## src/rtl/uart_rx.sv

```systemverilog
// rtl/uart_rx.sv - 8N1 (optionally 8E1) UART receiver with mid-bit sampling
//
// Purpose:
//   Receives serial frames on rx_in: a start bit (0), then 8 data bits LSB first,
//   then an optional even-parity bit, then a stop bit (1). The idle line is high.
//   The line is oversampled with CLKS_PER_BIT clocks per bit and sampled mid-bit.
//   Each good frame updates rx_out and raises done for one cycle.
//
// Configuration macro:
//   UART_RX_PARITY_EN - when defined, frames are 8E1 and parity_err is live;
//                       when undefined, frames are 8N1 and parity_err is tied 0.
//
// Ports:
//   clk         in   1  system clock, all logic on posedge
//   rst_n       in   1  asynchronous active-low reset
//   rx_en       in   1  receiver enable; low forces IDLE
//   rx_in       in   1  serial line, asynchronous to clk
//   rx_out      out  8  last good received byte, held until the next good frame
//   done        out  1  one-cycle pulse when rx_out is updated
//   busy        out  1  high while a frame is in progress (state != IDLE)
//   frame_err   out  1  one-cycle pulse when the stop bit samples 0
//   parity_err  out  1  one-cycle pulse on parity mismatch

module uart_rx #(
  parameter int CLKS_PER_BIT = 8
) (
  input  logic       clk,
  input  logic       rst_n,
  input  logic       rx_en,
  input  logic       rx_in,
  output logic [7:0] rx_out,
  output logic       done,
  output logic       busy,
  output logic       frame_err,
  output logic       parity_err
);

  localparam int HALF_BIT = CLKS_PER_BIT / 2;
  localparam int CW       = $clog2(CLKS_PER_BIT);

  localparam logic [CW-1:0] CNT_HALF = CW'(HALF_BIT - 1);
  localparam logic [CW-1:0] CNT_LAST = CW'(CLKS_PER_BIT - 1);

`ifdef UART_RX_PARITY_EN
  typedef enum logic [2:0] {
    IDLE       = 3'd0,
    START_BIT  = 3'd1,
    DATA_BITS  = 3'd2,
    PARITY_BIT = 3'd3,
    STOP_BIT   = 3'd4,
    WAIT_IDLE  = 3'd5
  } state_t;
`else
  typedef enum logic [2:0] {
    IDLE       = 3'd0,
    START_BIT  = 3'd1,
    DATA_BITS  = 3'd2,
    STOP_BIT   = 3'd4,
    WAIT_IDLE  = 3'd5
  } state_t;
`endif

  state_t        state;
  logic          rx_meta;
  logic          rx_sync;
  logic [CW-1:0] clk_cnt;
  logic [2:0]    bit_idx;
  logic [7:0]    shift;

`ifdef UART_RX_PARITY_EN
  logic          parity_bit;
  logic          parity_err_r;

  assign parity_err = parity_err_r;
`else
  assign parity_err = 1'b0;
`endif

  always_ff @(posedge clk or negedge rst_n) begin
    if (!rst_n) begin
      // Synchronizer resets to the idle line level so reset release never
      // looks like a start bit.
      rx_meta      <= 1'b1;
      rx_sync      <= 1'b1;
      state        <= IDLE;
      clk_cnt      <= '0;
      bit_idx      <= '0;
      shift        <= '0;
      rx_out       <= '0;
      done         <= 1'b0;
      busy         <= 1'b0;
      frame_err    <= 1'b0;
`ifdef UART_RX_PARITY_EN
      parity_bit   <= 1'b0;
      parity_err_r <= 1'b0;
`endif
    end else begin
      rx_meta   <= rx_in;
      rx_sync   <= rx_meta;
      // Status strobes are single-cycle unless re-asserted below.
      done      <= 1'b0;
      frame_err <= 1'b0;
`ifdef UART_RX_PARITY_EN
      parity_err_r <= 1'b0;
`endif

      if (!rx_en) begin
        state   <= IDLE;
        clk_cnt <= '0;
        bit_idx <= '0;
        busy    <= 1'b0;
      end else begin
        case (state)
          IDLE: begin
            if (!rx_sync) begin
              state   <= START_BIT;
              clk_cnt <= '0;
              busy    <= 1'b1;
            end
          end

          // Re-check half a bit in; a short low pulse is treated as noise.
          START_BIT: begin
            if (clk_cnt == CNT_HALF) begin
              clk_cnt <= '0;
              bit_idx <= '0;
              if (!rx_sync) begin
                state <= DATA_BITS;
              end else begin
                state <= IDLE;
                busy  <= 1'b0;
              end
            end else begin
              clk_cnt <= clk_cnt + 1'b1;
            end
          end

          // Counting a full bit from the mid-start point lands mid-bit.
          DATA_BITS: begin
            if (clk_cnt == CNT_LAST) begin
              clk_cnt <= '0;
              shift   <= {rx_sync, shift[7:1]};
              bit_idx <= bit_idx + 1'b1;
              if (bit_idx == 3'd7) begin
`ifdef UART_RX_PARITY_EN
                state <= PARITY_BIT;
`else
                state <= STOP_BIT;
`endif
              end
            end else begin
              clk_cnt <= clk_cnt + 1'b1;
            end
          end

`ifdef UART_RX_PARITY_EN
          PARITY_BIT: begin
            if (clk_cnt == CNT_LAST) begin
              clk_cnt    <= '0;
              parity_bit <= rx_sync;
              state      <= STOP_BIT;
            end else begin
              clk_cnt <= clk_cnt + 1'b1;
            end
          end
`endif

          STOP_BIT: begin
            if (clk_cnt == CNT_LAST) begin
              clk_cnt <= '0;
              if (rx_sync) begin
                // Returning to IDLE here lets the next start bit be seen in
                // the same cycle that done is high.
                state <= IDLE;
                busy  <= 1'b0;
`ifdef UART_RX_PARITY_EN
                if ((^shift) ^ parity_bit) begin
                  parity_err_r <= 1'b1;
                end else begin
                  rx_out <= shift;
                  done   <= 1'b1;
                end
`else
                rx_out <= shift;
                done   <= 1'b1;
`endif
              end else begin
                // Frame error wins over parity; hold off until the line
                // goes high so a break does not retrigger reception.
                frame_err <= 1'b1;
                state     <= WAIT_IDLE;
              end
            end else begin
              clk_cnt <= clk_cnt + 1'b1;
            end
          end

          WAIT_IDLE: begin
            if (rx_sync) begin
              state <= IDLE;
              busy  <= 1'b0;
            end
          end

          default: begin
            state   <= IDLE;
            clk_cnt <= '0;
            bit_idx <= '0;
            busy    <= 1'b0;
          end
        endcase
      end
    end
  end

endmodule
```

## config.mk

```make
export PLATFORM = sky130hd
export DESIGN_NAME = uart_rx
export DESIGN_NICKNAME = d
export VERILOG_FILES = /design/src/rtl/uart_rx.sv
export SDC_FILE = /design/constraint.sdc
export NUM_CORES = 1
export LEC_CHECK = 0
export CORE_MARGIN = 3
export CORE_UTILIZATION = 54
export DETAILED_ROUTE_END_ITERATION = 12
export PLACE_DENSITY_LB_ADDON = 0.12
export SLEW_MARGIN = 30
export SYNTH_ARGS = -nofsm -noshare
export SYNTH_HDL_FRONTEND = slang
export SYNTH_SLANG_ARGS = --single-unit
export TNS_END_PERCENT = 10
```

## constraint.sdc

```tcl
create_clock -name clk -period 2.7 [get_ports clk]
set_clock_uncertainty 0.15 [all_clocks]
set_input_delay 0.675 -clock clk [delete_from_list [all_inputs] [get_ports clk]]
set_output_delay 0.675 -clock clk [all_outputs]
set_load 0.03 [all_outputs]
```

=== Word level (Yosys, flattened, before mapping) ===
Cells that the tools add are included.
W data, S select, Z words.

* Register bits after elaboration: 30
* Bits of input ports: 4
* Output and inout port bits: 12

* $add $sub $neg: 2
* Eq/ne operators: 16
* Mux-type cells: 33
* Reduce and logical (&&, ||, !) cells: 9

{| class="wikitable"
|+ Operator list
! kind !! number
|-
| $mux W3 || 15
|-
| $ne A3 B3 Y1 const B || 6
|-
| $pmux W3 S5 || 1
|-
| $mux W1 || 13
|-
| $eq A3 B3 Y1 const B || 4
|-
| $pmux W3 S4 || 1
|-
| $pmux W3 S3 || 1
|-
| $reduce_and A4 Y1 || 2
|-
| $add A3 B1 Y3 const B || 2
|-
| $eq A3 B2 Y1 const B || 2
|-
| $ne A2 B2 Y1 const B || 3
|-
| $reduce_and A3 Y1 || 2
|-
| $reduce_and A6 Y1 || 1
|-
| $pmux W1 S5 || 1
|-
| $eq A3 B1 Y1 const B || 1
|-
| $logic_not A3 Y1 || 1
|-
| $reduce_or A3 Y1 || 1
|-
| $mux W2 || 1
|-
| $reduce_and A2 Y1 || 1
|-
| $reduce_or A2 Y1 || 1
|}

=== Depth between registers and ports, before layout ===
Gate-level depths: netlist of the first run.

* Depth after elaboration: 5
* Depth in mapped cells: 7
* Gate-level depth less buffers: 7

=== Worst setup path before layout of the first run ===
OpenSTA, ideal clock, no wires.

* Kind: register to register
* Start: reg state[1]
* End: reg rx_out[0]
* Setup time: 0.125 ns
* Data arrival time: 1.655 ns
* Slack: 0.770 ns
* Cell stages (with the launch flop): 6
* Buffers on the path: 2
* Path through: dfrtp_1 -> buf_2 -> or3_4 -> or3_1 -> buf_6 -> mux2_4

* Longest elaborated chain between the ends: 2

{| class="wikitable"
|+ RTL lines
! what !! line !! text
|-
| from (decl) || 63 || <nowiki>state_t state;</nowiki>
|-
| from (signal assigned) || 85 || <nowiki>state <= IDLE;</nowiki>
|-
| from (signal assigned) || 108 || <nowiki>state <= IDLE;</nowiki>
|-
| from (signal assigned) || 116 || <nowiki>state <= START_BIT;</nowiki>
|-
| $eq A3 B3 Y1 || 113 || <nowiki>case (state)</nowiki>
|-
| $reduce_and A4 Y1 (no source line) || - ||
|-
| to (signal assigned) || 184 || <nowiki>rx_out <= shift;</nowiki>
|-
| to (decl) || 31 || <nowiki>output logic [7:0] rx_out,</nowiki>
|}

No other way between the ends.
A chain may end at the register's enable or synchronous reset.

=== Worst setup path after layout of the first run ===
* Start: in rx_en
* End: reg shift[7]

* Longest elaborated chain between the ends: 1

{| class="wikitable"
|+ RTL lines
! what !! line !! text
|-
| from (decl) || 29 || <nowiki>input logic rx_en,</nowiki>
|-
| $reduce_and A3 Y1 (no source line) || - ||
|-
| to (signal assigned) || 142 || <nowiki>shift <= {rx_sync, shift[7:1]};</nowiki>
|-
| to (decl) || 68 || <nowiki>logic [7:0] shift;</nowiki>
|}

No other way between the ends.

==> qor.yml, run 1 <==
sta:
  rsz0062_at_grt: "no"
  max_slew_margin_pct: 63.4
  hold_viol_final: 0
  drv_slew: 0
  min_period_ns: 2.26
  fin_tns_setup_ns: 0
  period_share_pct: 83.9
  max_freq_mhz: 442
  max_slew.worst_pin.slew_ns: 0.549
  finalSetupViolations: 0
clock_network:
  htree_levels: 2
  cts_tree: "yes"
  cts_buffers: 5
  clkTransAtPathRegs_ns: 0.09
  clockRootBuffer: "clkbuf_4"
  cts.sinks: 30
  clk_latency_ns: 0.33
  holdBufCountCts: 0
  postCtsSetupRepairBufs: 0
  ctsResizeCount: 0
  cts_buffer_depth: 2
worst_setup_path:
  r2r_end: "rx_out[0]$_DFFE_PN0P_"
  r2r_start: "state[1]$_DFFE_PN0P_"
  path_delay_family: "simple AND/OR/NAND/NOR gates"
  path_cells: "clkdlybuf4s50_1 -> and4bb_2 -> and3_1 -> mux2_2"
  r2r_cells: 3
  worstSetupStartpoint: "rx_en"
  r2r_setup_slack_ns: 0.54
  cp.required_ns: 2.76
  crit_buf_inv: 1
  critPathSlowestCell: "clkdlybuf4s50_1"
  crit_path_start_kind: "input pin"
  cp_max_fo: 9
  worstPathArrival_ns: 2.32
  crit_path_max_incr_delay_ns: 0.54
  crit_type: "in -> reg"
  cp-end-kind: "register"
synth:
  yosysWarnings: 0
  ys_types: 41
  netlist_area_um2: 1450
  async_flop_share_pct: 100
  synth_top_area_share_pct: 48.4
  synthTopCellsByArea: "dfrtp_1 (48%), mux2_4 (8.3%), mux2_2 (6.2%)"
  synth-seq-cells: 30
  synthAdderAreaFrac_pct: 4.33
  avgSynthCellArea_um2: 12.0
  synth_top_family_by_area: "multiplexers"
  ys_top_cells_by_count: "dfrtp_1 (28), mux2_2 (8), mux2_4 (8), o21ai_0 (8)"
  synth_ff_type: "dfrtp_1"
  synth_edf_count: 0
  muxShareOfSynthArea_pct: 15.2
  synth_xor_area_share_pct: 0.606
  yosys.area_share.simple_pct: 12.7
  ys_seq_area_share_pct: 52.1
  syn_inst: 121
  yosys.area.top_type: "dfrtp_1"
  syn_nets: 130
  synth_compound_gate_area_share_pct: 10.5
  yosysMostFrequentCell: "dfrtp_1"
floorplanning:
  pin_count: 16
  core_area_um2: 2520
  die_y_um: 57.8
  dieArea_um2: 3340
  row_count: 18
  chipWidth_um: 57.8
  initial_utilization_pct: 57.3
min_path:
  worst_hold_startpoint: "rx_meta$_DFF_PN1_"
  hold_path_end: "rx_sync$_DFF_PN1_"
  hold_path_depth: 0
  hold_class: "reg -> reg"
layout:
  regArea_um2: 753
  antenna_cells: 0
  drive_gt1_share_pct: 23.6
  nets: 148
  final_cells: 170
  fill_cells: 184
  area_delta_synth_final_pct: 17.2
  multi_input_area_um2: 631
route:
  viasPerCell: 5.61
  vias: 954
  drt-total-wl_um: 2480
  drt_iter0_drc: 30
  dr.pass1.iters: 4
  drc: 0
  ant_nets: 0
  post_drt_wl_per_cell_um: 14.6
placed_design:
  dp.cells: 162
  post-dp-hpwl_um: 1690
  gp_congestion: 0.836
  io_buffers: 14
power:
  ir_drop_mv: 0.462
  p_leak_nw: 0.832
  power_density_nw_per_um2: 540
  p_total_w: 0.000916
global_route:
  grt_usage_pct: 16.9
  overflow: 0
  grt_first_pass_wirelength_um: 4220
  antenna_found_initial: 0
  grt_start_max_net_pins: 31
  first_global_vias: 904
status:
  status: "finished, final reports clean"
flow_run:
  max_cap_violations: 0
## metal layers
metal / up-vias / share of wire, % / track usage, %
met5: - / 0 / 0
met3: 2 / 5.5 / 7.35
met4: 0 / 0.52 / 6.29
met2: 27 / 45 / 22.7
li1: 463 / - / -
met1: 462 / 49 / 24.0
## where the power goes
| group | total [W] | internal, W | switching [W] |
|---|---|---|---|
| clock network | 0.000372 | 0.000221 | 0.000151 |
| logic | 0.0000725 | 0.0000312 | 0.0000413 |
| registers | 0.000471 | 0.000458 | 0.0000126 |
## flip-flops by register name (all words and copies together), names as in the netlist
register and count:
rx_out 8, shift 8, bit_idx 3, clk_cnt 3, state 3, busy 1
done 1, frame_err 1, rx_meta 1, rx_sync 1
## kinds of logic (layout without fill, tap and decap cells)
kind of cell / Yosys count / in the layout
adders and majority gates: 5 / 5
other: 1 / 1
xor gates and xnor gates: 1 / 1
DFF: 30 / 30
buffers and inverters: 13 / 32
AOI/OAI and AO/OA: 22 / 22
muxes: 17 / 17
and+or+nand+nor: 32 / 32
## stage by stage
stage / utilization, % / hold WS [ns] / worst slack (ns) / instance area [um^2]
4_1_cts: 67.2 / 0.215 / 0.444 / 1700
5_1_grt: 67.2 / 0.219 / 0.365 / 1700
3_3_place_gp: 63.8 / 0.199 / 0.118 / 1610
6_report: 67.2 / 0.212 / 0.436 / 1700
2_1_floorplan: - / 0.195 / 0.770 / 1450
3_5_place_dp: 63.8 / 0.201 / 0.0739 / 1610
## cells in the final DEF, fill, tap and decap left out, types with 2 or more instances in the layout
cell type / count
dfrtp_1: 28
clkdlybuf4s50_1: 14
mux2_2: 8
o21ai_0: 8
mux2_4: 8
inv_1: 6
nor2_1: 6
ha_1: 5
clkbuf_4: 5
nand3_1: 4
nand2b_1: 4
nor2b_1: 4
nand2_1: 4
buf_4: 3
nor3_1: 2
a21oi_1: 2
a32oi_1: 2
dfstp_2: 2
## layout make-up
class / instances / share of cell area (%)
sequential: 30 / 44.4
clock inverter: 1 / 1.77
multi-input combinational: 78 / 37.2
timing repair buffer: 17 / 9.59
tap: 30 / 2.21
clock buffer: 7 / 3.25
inverter: 7 / 1.55
## worst max-delay path by stage
| stage | endpoint | cells past startpoint |
|---|---|---|
| after floorplan | rx_out[0]$_DFFE_PN0P_ | 5 |
| after detailed placement | shift[0]$_DFFE_PN0P_ | 4 |
| after global placement | shift[2]$_DFFE_PN0P_ | 4 |
| final | shift[7]$_DFFE_PN0P_ | 4 |
| after CTS | shift[5]$_DFFE_PN0P_ | 4 |
| after global routing | shift[7]$_DFFE_PN0P_ | 4 |
Note: power is estimated with default switching activity, not from simulation.
==> run 2: changes to the inputs <==
==> constraint.sdc (replaced) <==
create_clock -name clk -period 2.25 [get_ports clk]
set_clock_uncertainty 0.15 [all_clocks]
set_input_delay 0.5625 -clock clk [delete_from_list [all_inputs] [get_ports clk]]
set_output_delay 0.5625 -clock clk [all_outputs]
set_load 0.03 [all_outputs]
==> run 2 against run 1 <==
  * First-iteration DRC count is 47% higher
  * Setup slack worse by 0.33 ns
  * Largest power group unchanged
  * Power is 11% higher
  * Highest routed layer unchanged
  * Critical path type is now reg -> out
  * Largest cell class unchanged
  * Utilization up 1.5 points
==> qor.yml, run 2 (same netlist as run 1, synthesis figures left out) <==
power:
  power_density_nw_per_um2: 584  # +8.1%
  p_leak_nw: 0.860  # +3.4%
  p_sw_w: 0.000269  # +31%
  comb_power_share_pct: 10.0  # +2.1 points
  clock_power_share_pct: 34.7  # -5.9 points
  power.internal_w: 0.000743  # +4.6%
  ir_drop_mv: 0.532  # +15%
  sequentialPowerShare_pct: 55.3  # +3.9 points
  switching_share_pct: 26.6  # +4.2 points
clock_network:
  ctsResizeCount: 0  # unchanged
  clkTransAtPathRegs_ns: 0.10  # about the same
  clk_latency_ns: 0.34  # about the same
  htree_levels: 2  # unchanged
  postCtsSetupRepairBufs: 0  # unchanged
  cts_tree: "yes"
  clockRootBuffer: "clkbuf_4"
  cts_buffers: 5  # unchanged
  holdBufCountCts: 0  # unchanged
  cts.sinks: 30  # unchanged
  cts_buffer_depth: 2  # unchanged
placed_design:
  post-place-ws_ns: -0.0488  # -0.123 ns
  gp_congestion: 0.903  # +8.0%
  post-dp-hpwl_um: 2010  # +19%
  postPlaceCellArea_um2: 1670  # +3.7%
  io_buffers: 14  # unchanged
floorplanning:
  pin_count: 16  # unchanged
  core_area_um2: 2520  # unchanged
  initial_utilization_pct: 57.3  # unchanged
  die_y_um: 57.8  # unchanged
  chipWidth_um: 57.8  # unchanged
  dieArea_um2: 3340  # unchanged
  row_count: 18  # unchanged
route:
  viasPerCell: 5.74  # +2.3%
  drt_iter0_drc: 44  # +47%
  post_drt_wl_per_cell_um: 16.1  # +10%
  drt-total-wl_um: 2860  # +15%
  drc: 0  # unchanged
  ant_nets: 0  # unchanged
  dr.pass1.iters: 5  # +1
  vias: 1022  # +7.1%
flow_run:
  max_cap_violations: 0  # unchanged
global_route:
  grt_first_pass_wirelength_um: 4660  # +10%
  first_global_vias: 978  # +8.2%
  overflow: 0  # unchanged
  grt_usage_pct: 19.2  # +2.3 points
  grt_start_max_net_pins: 31  # unchanged
  antenna_found_initial: 0  # unchanged
worst_setup_path:
  crit_type: "reg -> out"
  path_delay_family: "buffers and inverters"
  critPathSlowestCell: "clkdlybuf4s50_1"
  r2r_setup_slack_ns: 0.28  # -0.26 ns
  crit_path_start_kind: "register"
  crit_buf_inv: 1  # unchanged
  r2r_end: "rx_out[7]$_DFFE_PN0P_"
  r2r_start: "clk_cnt[0]$_DFFE_PN0P_"
  cp_max_fo: 4  # -5
  worstPathArrival_ns: 1.43  # -0.89 ns
  cp-end-kind: "primary output"
  r2r_cells: 5  # +2
  cp.required_ns: 1.54  # -1.22 ns
  path_cells: "clkdlybuf4s50_1"
  crit_path_max_incr_delay_ns: 0.69  # +0.15 ns
layout:
  final_cell_mix: "dfrtp_1 (28), clkdlybuf4s50_1 (14), buf_4 (11)"
  largest_registers: "rx_out (8), shift (8)"
  final_common_cell: "dfrtp_1"
  regArea_um2: 753  # unchanged
  area_delta_synth_final_pct: 19.9
  nets: 156  # +5.4%
  utilization_pct: 68.8  # +1.5 points
  design_area_um2: 1730  # +2.3%
  multi_input_area_um2: 631  # unchanged
  antenna_cells: 0  # unchanged
  drive_gt1_share_pct: 28.4  # +4.8 points
  fill_cells: 191  # +3.8%
min_path:
  hold_class: "reg -> reg"
  hold_path_end: "rx_sync$_DFF_PN1_"
  hold_path_depth: 0  # unchanged
  worst_hold_startpoint: "rx_meta$_DFF_PN1_"
sta:
  period_share_pct: 95.1
  finalSetupViolations: 0  # unchanged
  fin_ws_ns: 0.110  # -0.326 ns
  min_period_ns: 2.14
  fin_tns_setup_ns: 0  # unchanged
  rsz0062_at_grt: "no"
  max_freq_mhz: 467
  hold_viol_final: 0  # unchanged
  whs_ns: 0.211  # -0.00115 ns
  drv_slew: 0  # unchanged
status:
  status: "finished, final reports clean"
## run 2: per-stage QoR
step	total power [W]	cells
after floorplan	0.000627	121
after global placement	0.000668	170
after detailed placement	0.000671	170
after CTS	0.00102	178
after global routing	0.00107	178
final	0.00101	178
## run 2: final cells by class
class | instances | area share (%)
flip-flops and latches | 30 | 43.4
multi-input cells | 78 | 36.4
repair buffers | 25 | 12.8
clock buffers | 6 | 2.96
well taps | 30 | 2.16
inverters | 7 | 1.52
clock inverters | 2 | 0.722
## run 2: how the worst max path moves through the flow
| stage | startpoint | end | slack [ns] | cells past startpoint |
|---|---|---|---|---|
| final | busy$_DFFE_PN0P_ | busy | 0.11 | 1 |
| after global routing | busy$_DFFE_PN0P_ | busy | 0.04 | 1 |
| after CTS | busy$_DFFE_PN0P_ | busy | 0.09 | 1 |
| after detailed placement | rx_en | shift[6]$_DFFE_PN0P_ | -0.05 | 5 |
| after global placement | rx_en | shift[4]$_DFFE_PN0P_ | -0.02 | 5 |
| after floorplan | state[1]$_DFFE_PN0P_ | rx_out[0]$_DFFE_PN0P_ | 0.32 | 5 |
## run 2: power groups by stage
stage | combinational (W) | sequential (W) | clock [W]
2_1_floorplan | 0.0000526 | 0.000574 | 0
3_3_place_gp | 0.0000986 | 0.000569 | 0
3_5_place_dp | 0.000101 | 0.000570 | 0
4_1_cts | 0.000101 | 0.000560 | 0.000360
5_1_grt | 0.000112 | 0.000562 | 0.000393
6_report | 0.000101 | 0.000560 | 0.000351
## run 2: layer usage
metal  up-vias  GRT usage [%]  share of wire [%]
li1        482              -                  -
met1       500           24.3                 45
met2        34           29.5                 48
met3         6           7.35                6.1
met5         -              0                  0
met4         0           8.28                1.3
